### src/rtl/m_wbuf.sv
// m_wbuf: store write buffer that queues M-stage stores and drains them in order to data memory.
// Optional tail-entry store merging is enabled by defining M_WBUF_MERGE_EN.
module m_wbuf #(
    parameter int DEPTH = 4
) (
    input  logic        clk,
    input  logic        reset,
    input  logic        st_valid,
    input  logic [31:0] st_addr,
    input  logic [3:0]  st_byteen,
    input  logic [31:0] st_wdata,
    input  logic        ld_req,
    input  logic [31:0] ld_addr,
    output logic        stall,
    output logic        mem_valid,
    output logic [31:0] mem_addr,
    output logic [3:0]  mem_byteen,
    output logic [31:0] mem_wdata,
    input  logic        mem_ready,
    output logic [4:0]  count
);
    localparam int PTR_W = $clog2(DEPTH);

    logic [29:0]      addr_q [DEPTH];
    logic [3:0]       be_q   [DEPTH];
    logic [31:0]      data_q [DEPTH];
    logic [DEPTH-1:0] valid_q;

    logic [PTR_W-1:0] head;
    logic [PTR_W-1:0] tail;
    logic [PTR_W-1:0] tail_last;

    logic st_req;
    logic full;
    logic deq;
    logic merge_hit;
    logic full_stall;
    logic ld_hit;
    logic enq;
    logic merge_wr;
    logic unused_addr_bits;

    assign unused_addr_bits = ^{st_addr[1:0], ld_addr[1:0]};

    assign st_req    = st_valid && (st_byteen != 4'b0000);
    assign full      = (count == 5'(DEPTH));
    assign tail_last = tail - 1'b1;

    // Memory handshake: the head transfers on an edge where mem_valid && mem_ready;
    // while mem_valid && !mem_ready the head fields are held stable.
    assign deq = mem_valid && mem_ready;

`ifdef M_WBUF_MERGE_EN
    // A tail entry that is also the head being drained this edge cannot absorb a merge.
    assign merge_hit = st_req && (count != 5'd0) &&
                       (addr_q[tail_last] == st_addr[31:2]) &&
                       !(deq && (head == tail_last));
`else
    assign merge_hit = 1'b0;
`endif

    always_comb begin
        ld_hit = 1'b0;
        for (int i = 0; i < DEPTH; i++) begin
            if (valid_q[i] && (addr_q[i] == ld_addr[31:2])) begin
                ld_hit = 1'b1;
            end
        end
    end

    assign full_stall = st_req && full && !merge_hit;
    assign stall      = full_stall || (ld_req && ld_hit);
    assign enq        = st_req && !stall && !merge_hit;
    assign merge_wr   = st_req && !stall && merge_hit;

    assign mem_valid  = (count != 5'd0);
    assign mem_addr   = mem_valid ? {addr_q[head], 2'b00} : 32'h0;
    assign mem_byteen = mem_valid ? be_q[head] : 4'h0;
    assign mem_wdata  = mem_valid ? data_q[head] : 32'h0;

    always_ff @(posedge clk or negedge reset) begin
        if (!reset) begin
            head    <= '0;
            tail    <= '0;
            count   <= 5'd0;
            valid_q <= '0;
        end else begin
            if (deq) begin
                head          <= head + 1'b1;
                valid_q[head] <= 1'b0;
            end
            if (enq) begin
                tail          <= tail + 1'b1;
                valid_q[tail] <= 1'b1;
            end
            case ({enq, deq})
                2'b10:   count <= count + 5'd1;
                2'b01:   count <= count - 5'd1;
                default: count <= count;
            endcase
        end
    end

    // Payload storage needs no reset: every read is qualified by count or valid_q.
    always_ff @(posedge clk) begin
        if (enq) begin
            addr_q[tail] <= st_addr[31:2];
            be_q[tail]   <= st_byteen;
            data_q[tail] <= st_wdata;
        end else if (merge_wr) begin
            be_q[tail_last] <= be_q[tail_last] | st_byteen;
            for (int b = 0; b < 4; b++) begin
                if (st_byteen[b]) begin
                    data_q[tail_last][8*b +: 8] <= st_wdata[8*b +: 8];
                end
            end
        end
    end
endmodule

### config.mk
export PLATFORM = sky130hd
export DESIGN_NAME = m_wbuf
export DESIGN_NICKNAME = d
export VERILOG_FILES = /design/src/rtl/m_wbuf.sv
export SDC_FILE = /design/constraint.sdc
export NUM_CORES = 1
export LEC_CHECK = 0
export ABC_AREA = 1
export CORE_ASPECT_RATIO = 1.1
export CORE_MARGIN = 2
export CORE_UTILIZATION = 50
export CTS_CLUSTER_DIAMETER = 80
export CTS_CLUSTER_SIZE = 40
export DETAILED_ROUTE_END_ITERATION = 10
export PLACE_DENSITY_LB_ADDON = 0.3
export SKIP_LAST_GASP = 1
export SLEW_MARGIN = 10
export SYNTH_ARGS = -nofsm -noshare
export SYNTH_HDL_FRONTEND = slang
export SYNTH_SLANG_ARGS = --single-unit
export TNS_END_PERCENT = 10
### constraint.sdc
create_clock -name clk -period 3.1 [get_ports clk]
set_input_delay 0.31 -clock clk [delete_from_list [all_inputs] [get_ports clk]]
set_output_delay 0.31 -clock clk [all_outputs]
set_load 0.03 [all_outputs]
**Yosys cells after proc, flatten, opt, wreduce, memory -nomap -nowiden**

Memory sizes are Yosys's and may differ from the RTL's.
Index checks and enable logic that the tools add are counted.

- Bitwise gates (word level): 3
- Reduce and logical (&&, ||, !) cells: 16
- Muxes and demuxes: 16
- Order comparisons: 4
- Add/sub/neg operators: 4
- Equal/unequal tests: 7

Operator list:

| operator | number |
|---|---|
| 30-bit == test | 4 |
| 32-bit two-way mux | 2 |
| 4-bit two-way mux | 3 |
| 1-bit logical AND | 11 |
| 5-bit one-hot mux with 2 select lines | 1 |
| 1-bit two-way mux | 8 |
| 2-bit by 3-bit < comparator with 1-bit output (second input constant) | 2 |
| 5-bit by 1-bit adder with 5-bit output (second input constant) | 1 |
| 5-bit by 3-bit == test with 1-bit output (second input constant) | 1 |
| 5-bit nonzero test | 1 |
| 5-bit by 1-bit subtractor with 5-bit output (second input constant) | 1 |
| 2-bit by 1-bit adder with 2-bit output (second input constant) | 2 |
| 4-bit AND | 1 |
| 1-bit demux with 2-bit select | 2 |
| 2-bit by 1-bit >= comparator with 1-bit output (second input constant) | 2 |
| 4-bit NOT | 1 |
| 4-bit bitwise OR | 1 |
| 4-bit nonzero test | 1 |
| 2-bit by 1-bit == test with 1-bit output (second input constant) | 1 |
| 2-bit == test (second input constant) | 1 |
| 2-bit nonzero test | 1 |
| 1-bit logical NOT | 1 |
| 1-bit logical OR | 1 |

- Memories: 3
- Bits in registers: 13
- Output and inout bits: 75
- Memory bits (writable): 264
- Logic and storage cells: 57
- Bits of input ports: 105

Memories:

| name | depth | width | read ports | clocked after memory_dff | write ports | line | source |
|---|---|---|---|---|---|---|---|
| data_q | 4 | 32 | 1 | 0 | 1 | 26 | `logic [31:0] data_q [DEPTH];` |
| addr_q | 4 | 30 | 5 | 0 | 1 | 24 | `logic [29:0] addr_q [DEPTH];` |
| be_q | 4 | 4 | 1 | 0 | 1 | 25 | `logic [3:0] be_q [DEPTH];` |

**Logic depth before layout (Yosys ltp)**

An unclocked memory read counts as a cell.

- Word-level depth: 13
- Gate-level depth with buffers: 20
- Gate-level depth less buffers: 20

**Worst setup path after synthesis**

No wires, ideal clock.

- Path type: register to register
- From: memory addr_q[2][13]
- To: memory addr_q[0][0] (enable)
- Arrival time: 2465 ps
- Cell stages (with the launch flop): 14
- Path slack: 215 ps
- Setup time: 420 ps
- Data required time: 2680 ps
- Buffers on the path: 0
- Cells stage by stage: edfxtp_1 -> inv_1 -> nand2_1 -> nand2_1 -> nor2_1 -> nand2_1 -> nor2_1 -> nand2_1 -> nor2_1 -> nor2_1 -> nand2_2 -> nand2_4 -> nand4_1 -> inv_1

RTL lines:

| what | line |
|---|---|
| start: declaration | 24 |

**Worst setup path after layout**

- From: register head[0]
- To: output mem_wdata[17]

- Cells in the longest elaborated chain, start to end: 2

RTL lines:

| what | line | source |
|---|---|---|
| start: declaration | 29 | `logic [PTR_W-1:0] head;` |
| start signal: assignment | 89 | `head <= head + 1'b1;` |
| memory read 4 x 32 bit | n/a |  |
| 32-bit two-way mux | 79 | `assign mem_wdata = mem_valid ? data_q[head] : 32'h0;` |
| end: declaration | 18 | `output logic [31:0] mem_wdata,` |

Every way passes these cells.

==> flow_summary.toml <==
[hold_path]
min_path_type = "in2async"

[sta]
period_share = 0.9883
fmax_mhz = 326.4
setup_violations = 0
hold_violations = 0
layout_setup_ws_ps = 36.21
worstMarginPinSlew_ps = 624.8
layout_min_cycle_time_ps = 3064
slew_violations = 0
max-slew-margin-rel = 0.5822
tns_ps = 0
fin_skew_ps = 26.64
rsz0062_at_grt = "true"

[setup_path]
rr_worst_depth = 20
startpoint_type = "flop"
critPathArrivalTime_ps = 2750
path_max_fanout = 127
endpoint_kind = "output port"
ff2ff_setup_slack_ps = 270
required_ps = 2790
regToRegStartpoint = "addr_q[1][24]$_DFFE_PP_"
reg2reg_to = "count[4]$_DFFE_PN0P_"
crit_type = "reg2out"

[finish]
final_area_um2 = 16030
layout-drive-gt1-share = 0.08839
layout_commonest_cell = "nand2_1"
fin_nets = 1662
area_delta_synth_final_pct = 23.07
final_core_util = 0.6306
mostFrequentLayoutCells = "330 x nand2_1, 264 x edfxtp_1, 230 x nor2_1"

[placed_design]
pre_cts_slack_ps = -180.9
placed_area_um2 = 15540
place_hpwl_um = 23330
numPortBuffers = 173
gp_congestion = 0.9357

[yosys]
synth_cells = 1368
syn_avg_cell_area_um2 = 9.520
synth.ff_latch_count = 277
yosys_warnings = 0
yosysSeqAreaShare = 0.6337
synth_cell_types = 30
syn_area_um2 = 13020

[power_and_ir_drop]
p_leak_nw = 6.387
vdd.ir_drop.worst_mv = 0.6860
power_w = 0.01442
p_per_area_nw_per_um2 = 899.6

[clock_network]
insertion_delay_ps = 510
hold_buffers = 0
root_buffer = "clkbuf_16"
ctsHtreeMaxLevel = 1
cts_sinks = 277
clk_pin_slew_ps = 130
cts_resized = 0
cts_tree = "done"
cts_buffers = 13
cts_setup_buffers = 0
cts.path.max_buffers = 3

[grt]
grt_pass1_wl_um = 51600
grt_pass1_vias = 9653
antenna_found_initial = 2
gr-total-overflow = 0
grt_max_degree = 128
grt_use_total = 0.2467

[floorplan]
io_pins = 180
die_w_um = 157.9
dieArea_um2 = 27360
die-height_um = 173.3
initial_core_util = 0.5124
core-area_um2 = 25420
row_count = 61

[drt]
drt_iter0_drc = 998
post_drt_wl_per_cell_um = 18.08
drt-total-wl_um = 34290
viasPerCell = 5.347
drc = 0
drtAntennaViolNets = 0
routed-via-count = 10140
dr.pass1.iters = 6

[flow_run]
cap_violations = 0

[status]
status = "finished clean"
## synthesized netlist by cell type (all sizes together)
cell,n,area share
a21o,2,0.0012
a21oi,127,0.049
a31oi,1,0.00048
buf,29,0.010
clkbuf,24,0.0069
conb,1,0.00029
dfrtp,13,0.025
edfxtp,264,0.61
fa,1,0.0015
ha,12,0.012
inv,138,0.040
nand2,333,0.097
nand3,6,0.0033
nand4,7,0.0045
nor2,231,0.067
o211ai,2,0.0012
o21ai,162,0.062
o41a,1,0.00096
or2,1,0.00048
xnor2,10,0.0067
xor2,3,0.0020
## kinds of logic after synthesis
| group | after synthesis | synth area share |
|---|---|---|
| AO/OA/AOI/OAI | 295 | 0.1148 |
| XOR/XNOR | 13 | 0.008742 |
| adder cells (fa/ha/maj) | 13 | 0.01307 |
| buffers and inverters | 191 | 0.05707 |
| flip-flops | 277 | 0.6337 |
| other | 1 | 0.0002879 |
| AND/OR/NAND/NOR | 578 | 0.1724 |
## registers in the layout (all words and copies together) (netlist names)
register  flops
addr_q      120
be_q         16
valid_q       4
count         5
head          2
data_q      128
tail          2
## metrics by stage
step / hold WS (ps) / instances
after global placement: 489.7 / 1875
after CTS: 186.4 / 1896
after detailed placement: 491.4 / 1875
final: 182.1 / 1897
after floorplan: 14.41 / 1369
after global routing: 202.7 / 1896
## power by group
part / internal [W] / switching (W)
logic: 0.00277 / 0.00451
registers: 0.00472 / 0.000262
clock network: 0.000877 / 0.00127
## metal layers
metal | routed length, um | track usage | up-vias | part of all wire
met3 | 2834 | 0.04150 | 70 | 0.083
met4 | 1143 | 0.08750 | 4 | 0.033
li1 | - | - | 4891 | -
met1 | 13610 | 0.3251 | 4735 | 0.40
met5 | 33 | 0 | - | 0.00096
met2 | 16670 | 0.4121 | 444 | 0.49
## final cells by class
type,count,area (um^2)
multi-input cells,901,4031
clock inverters,8,155.1
well taps,346,432.9
inverters,138,520.5
diodes,1,2.502
repair buffers,213,2302
clock buffers,13,325.3
fillers,2067,9388
flip-flops and latches,277,8258
## worst max-delay path by stage
stage / startpoint / endpoint / slack (ps) / depth (start not counted)
after floorplan: addr_q[2][13]$_DFFE_PP_ / addr_q[0][0]$_DFFE_PP_ / 210 / 13
after global placement: ld_addr[2] / count[4]$_DFFE_PN0P_ / -190 / 20
after detailed placement: ld_addr[2] / count[4]$_DFFE_PN0P_ / -180 / 20
after CTS: head[0]$_DFFE_PN0P_ / mem_wdata[10] / 30 / 6
after global routing: head[0]$_DFFE_PN0P_ / mem_wdata[17] / -100 / 6
final: head[0]$_DFFE_PN0P_ / mem_wdata[17] / 40 / 6
## worst max-delay path: stages, from the launching register on
cell and delay [ps]:
dfrtp_4 480, buf_16 440, nor2_1 110, nor2_1 90
o21ai_0 90, a21oi_1 260, clkdlybuf4s50_1 730
No activity file was read; power rests on OpenSTA's default activity.
